[config.mk]
export PLATFORM = sky130hd
export DESIGN_NAME = spi_master
export DESIGN_NICKNAME = d
export VERILOG_FILES = /design/src/rtl/spi_pkg.sv /design/src/rtl/spi_shift_reg.sv /design/src/rtl/spi_master.sv
export SDC_FILE = /design/constraint.sdc
export NUM_CORES = 1
export LEC_CHECK = 0
export CAP_MARGIN = 15
export CORE_UTILIZATION = 52
export CTS_CLUSTER_SIZE = 16
export DETAILED_ROUTE_END_ITERATION = 10
export PLACE_DENSITY = 0.78
export SETUP_SLACK_MARGIN = 0.2
export SYNTH_ARGS = -nofsm -noshare
export SYNTH_HDL_FRONTEND = slang
export SYNTH_SLANG_ARGS = --single-unit
[constraint.sdc]
create_clock -name clk -period 1.9 [get_ports clk]
set_clock_uncertainty 0.05 [all_clocks]
set_input_delay 0.285 -clock clk [delete_from_list [all_inputs] [get_ports clk]]
set_output_delay 0.285 -clock clk [all_outputs]
set_load 0.05 [all_outputs]
[src/rtl/spi_pkg.sv]
// Shared constants, types and bit-order helper for spi_master.
// SPI_MASTER_MSB_FIRST_EN switches both directions to MSB-first ordering.
package spi_pkg;
  localparam int DATA_WIDTH = 8;
  localparam int NUM_SLAVES = 3;
  localparam int CNT_W      = $clog2(DATA_WIDTH);
  localparam int SEL_W      = 2;

  localparam logic [0:NUM_SLAVES-1] CS_IDLE = '1;
  localparam logic [SEL_W-1:0]      SEL_MAX = SEL_W'(NUM_SLAVES - 1);

  typedef enum logic [1:0] {IDLE, SETUP, SHIFT} state_t;

  typedef struct packed {
    logic [SEL_W-1:0]      sel;
    logic [DATA_WIDTH-1:0] data;
  } spi_req_t;

  // Maps the k-th bit on the wire to its position in the data word.
  function automatic logic [CNT_W-1:0] bit_idx(input logic [CNT_W-1:0] k);
`ifdef SPI_MASTER_MSB_FIRST_EN
    return CNT_W'(DATA_WIDTH - 1) - k;
`else
    return k;
`endif
  endfunction
endpackage

[src/rtl/spi_shift_reg.sv]
// TX/RX word registers and bit counter for spi_master.
// Bit ordering comes from spi_pkg::bit_idx (SPI_MASTER_MSB_FIRST_EN).
module spi_shift_reg
  import spi_pkg::*;
(
  input  logic                  clk,
  input  logic                  reset,
  input  logic                  load,
  input  logic [DATA_WIDTH-1:0] load_data,
  input  logic                  setup,
  input  logic                  shift,
  input  logic                  miso,
  output logic                  tx_first,
  output logic                  tx_next,
  output logic [DATA_WIDTH-1:0] rx_next,
  output logic                  done
);
  logic [DATA_WIDTH-1:0] tx, rx;
  logic [CNT_W-1:0]      cnt, cnt_inc;

  assign cnt_inc  = cnt + CNT_W'(1);
  assign done     = (cnt == CNT_W'(DATA_WIDTH - 1));
  assign tx_first = tx[bit_idx('0)];
  assign tx_next  = tx[bit_idx(cnt_inc)];

  // RX word including the MISO bit sampled at this edge, so the final
  // word can be published on the same edge the last bit arrives.
  always_comb begin
    rx_next               = rx;
    rx_next[bit_idx(cnt)] = miso;
  end

  always_ff @(posedge clk or posedge reset) begin
    if (reset) begin
      tx  <= '0;
      rx  <= '0;
      cnt <= '0;
    end else if (load) begin
      tx  <= load_data;
      rx  <= '0;
      cnt <= '0;
    end else if (setup) begin
      cnt <= '0;
    end else if (shift) begin
      rx  <= rx_next;
      cnt <= done ? '0 : cnt_inc;
    end
  end
endmodule

[src/rtl/spi_master.sv]
// Single-clock SPI master: one 8-bit full-duplex word per transfer, 3 chip selects.
// Bit order set by SPI_MASTER_MSB_FIRST_EN (see spi_pkg); LSB first by default.
module spi_master
  import spi_pkg::*;
(
  input  logic                  clk,
  input  logic                  reset,
  input  logic                  start,
  input  logic [SEL_W-1:0]      slaveSelect,
  input  logic [DATA_WIDTH-1:0] masterDataToSend,
  output logic [DATA_WIDTH-1:0] masterDataReceived,
  output logic                  SCLK,
  output logic [0:NUM_SLAVES-1] CS,
  output logic                  MOSI,
  input  logic                  MISO
);
  state_t                state_q, state_d;
  logic [0:NUM_SLAVES-1] cs_q, cs_d;
  logic                  mosi_q, mosi_d;
  logic [DATA_WIDTH-1:0] mdr_q, mdr_d;
  logic                  load, setup, shift;
  logic                  tx_first, tx_next, done;
  logic [DATA_WIDTH-1:0] rx_next;
  spi_req_t              req;

  assign req = '{sel: slaveSelect, data: masterDataToSend};

  spi_shift_reg u_sr (
    .clk      (clk),
    .reset    (reset),
    .load     (load),
    .load_data(req.data),
    .setup    (setup),
    .shift    (shift),
    .miso     (MISO),
    .tx_first (tx_first),
    .tx_next  (tx_next),
    .rx_next  (rx_next),
    .done     (done)
  );

  always_comb begin
    state_d = state_q;
    cs_d    = cs_q;
    mosi_d  = mosi_q;
    mdr_d   = mdr_q;
    load    = 1'b0;
    setup   = 1'b0;
    shift   = 1'b0;
    unique case (state_q)
      IDLE: begin
        if (start && req.sel <= SEL_MAX) begin
          load             = 1'b1;
          cs_d             = CS_IDLE;
          cs_d[req.sel]    = 1'b0;
          state_d          = SETUP;
        end
      end
      SETUP: begin
        setup   = 1'b1;
        mosi_d  = tx_first;
        state_d = SHIFT;
      end
      SHIFT: begin
        shift = 1'b1;
        if (done) begin
          mdr_d   = rx_next;
          cs_d    = CS_IDLE;
          mosi_d  = 1'b0;
          state_d = IDLE;
        end else begin
          mosi_d  = tx_next;
        end
      end
      default: state_d = IDLE;
    endcase
  end

  always_ff @(posedge clk or posedge reset) begin
    if (reset) begin
      state_q <= IDLE;
      cs_q    <= CS_IDLE;
      mosi_q  <= 1'b0;
      mdr_q   <= '0;
    end else begin
      state_q <= state_d;
      cs_q    <= cs_d;
      mosi_q  <= mosi_d;
      mdr_q   <= mdr_d;
    end
  end

  // SCLK rises mid-bit so the slave samples MOSI half a cycle after it changes.
  assign SCLK               = (state_q == SHIFT) && !clk;
  assign CS                 = cs_q;
  assign MOSI               = mosi_q;
  assign masterDataReceived = mdr_q;
endmodule

==> results.txt <==
DR iter-0 viols = 58
Worst Reg-to-Reg Cells = 6
Seq/Total Area, Yosys = 49.9%
EDFF count, synth = 0
slew margin rel. = 67.8%
slew of the pin with the lowest slew margin = 0.485 ns
dpl hpwl = 2370 um
antenna-violating nets left = 0
Most Crowded Layer GR = met2
Global Route met2 Usage = 36.0%
synthesized cell area = 1660 sq um
GRT Total Usage = 24.4%
Placed Cells = 234
max-slew violations = 0
port buffer count = 26
largest net degree at the start of global routing = 17
Final #Nets = 220
Synth Register Bits = 33
Async SR Flop Fraction = 100%
Critical Path Start Type = clock port
met3 GRT Util = 9.23%
distinct cell type count after synthesis = 28
critical path class = clk2out
drt wl/cell = 14.8 um
P_leak = 0.957 nW
top cells by area, synth = dfrtp_1 (45%), o2bb2ai_2 (7.2%), nand2_1 (6.8%)
initial antenna violation count = 0
Mapped Nets = 182
Ys Warns = 0
# IOs = 27
area grow syn2layout = 29.9%
Detailed Route WL = 3620 um
final hold violation count = 0
layout cells sized above 1 = 26.9%
status = completed
ys flop type = dfrtp_1
RSZ-0062 raised after global routing = yes
area share of the leading cell type in the synthesized netlist = 45.1%
die extent in x = 58.6 um
CP Capture Type = primary output
non-filler cells, final = 245
maximum capacitance violations = 0
Antenna Cells = 0
CTS tree = built
Worst EP required = 1.56 ns
met1 Use GR = 30.0%
CTS hold repair buffers = 0
final setup violation count = 0
Worst-Skew Late Latency = 0.46 ns
vias per inst = 5.42
Rows = 20
peak supply drop = 0.000824 V
Final Cell Area = 2160 sq um
drt pass-1 iters = 4
Synth Area per Inst = 10.3 sq um
gr ovfl total = 0
reg2reg end = u_sr.rx[6]
Power Density = 1420 nW/um^2
Post-CTS Setup Bufs = 0
Worst Hold Class = in2async
die area = 3430 sq um
CP Data Arrival Time = 1.41 ns
Pwr Total = 3.06 mW
cells after synthesis = 162
via count = 1328
Die Y-Extent = 58.6 um
gp weighted congestion = 0.817
core area = 3050 sq um
reg2reg start = state_q[0]
Synth area leader = dfrtp_1
CP max FO = 2
DRC = 0
Starting Density = 54.5%
placed cell areas = 2010 sq um
vias in the first global route = 1286
Worst-path clk slew = 0.10 ns
first-pass GRT wire length = 5740 um
R2R Setup Slk = 0.25 ns
timing repair:
| action | in CTS | in global routing |
|---|---|---|
| resized for setup | 25 | 19 |
| endpoints found under the setup margin | 20 | 24 |
| pin swaps | 5 | 6 |
cell usage in the layout, fill, tap and decap left out, types with 3 or more instances in the layout:
cell              n
a21oi_1          12
buf_4            15
clkbuf_2          5
clkbuf_4          7
clkdlybuf4s15_1   4
clkdlybuf4s50_1  13
dfrtp_1          30
dfstp_2           3
ha_1              4
mux2i_1          11
nand2_1          30
nand3_1           3
nand3b_1          3
nor2_1           16
nor2b_1           3
nor3_1            5
nor3b_1           3
o2bb2ai_2         6
worst max-delay path by stage:
stage | startpoint | to | slack (ns) | cells after the start
2_1_floorplan | clk | SCLK | 0.20 | 1
3_3_place_gp | clk | SCLK | -0.23 | 2
3_5_place_dp | clk | SCLK | -0.23 | 2
4_1_cts | clk | SCLK | 0.11 | 4
5_1_grt | state_q[0] | SCLK | 0.14 | 5
6_report | clk | SCLK | 0.15 | 4
synthesized netlist by cell type, types with 2 or more instances:
cell and count:
nor3_1 5, clkbuf_1 4, dfstp_2 3, o21ai_0 2, dfrtp_1 30, nand2_1 30
buf_2 5, a21oi_1 12, a31oi_1 2, nand3_1 3, nor2_1 17, nor3b_1 3
mux2i_1 11, o2bb2ai_2 8, nand3b_1 3, inv_1 4, nor2b_1 4, ha_1 6
power by group:
part	leakage [nW]	total, mW	internal (mW)	switching [mW]
Clock	0.0712	0.768	0.442	0.326
Combinational	0.494	1.28	0.507	0.769
Sequential	0.392	1.02	0.906	0.110
Total	0.957	3.06	1.86	1.20
routing by layer:
metal	vias to the layer above	share of wire [%]
met5	-	0
met4	0	2.2
met3	7	5.5
met2	45	48
met1	644	44
li1	632	-
worst max-delay path, stage by stage:
cell and delay (ns):
clkbuf_4 0.12, buf_8 0.11, nor2_4 0.08, buf_8 0.15
registers in the layout, summed over array words and instances (netlist names):
name	flops
CS	3
MOSI	1
masterDataReceived	8
state_q	2
u_sr.cnt	3
u_sr.rx	8
u_sr.tx	8
cells by family after synthesis:
kind of cell,after synthesis,share of synthesized area (%)
adders and majority gates,6,4.51
DFF,33,49.9
buffers and inverters,14,3.99
AOI/OAI and AO/OA,29,15.0
muxes,12,7.98
and+or+nand+nor,68,18.7
per-stage QoR:
step	setup TNS, ns	util (%)	worst slack [ns]	hold slack, ns
CTS	0	70.4	0.115	0.0745
floorplan	0	-	0.205	0.297
detailed placement	-0.405	65.9	-0.228	0.412
finish	0	70.8	0.154	0.0719
global placement	-0.228	65.9	-0.228	0.407
global route	0	70.8	0.140	0.105
cell type report:
| type | count | area (sq um) |
|---|---|---|
| inverters | 4 | 15.0 |
| repair buffers | 37 | 308 |
| fillers | 232 | 892 |
| clock buffers | 11 | 100 |
| well taps | 44 | 55.1 |
| clock inverters | 1 | 30.0 |
| flip-flops and latches | 33 | 830 |
| multi-input cells | 115 | 823 |
Power figures use the tool's default switching activity.
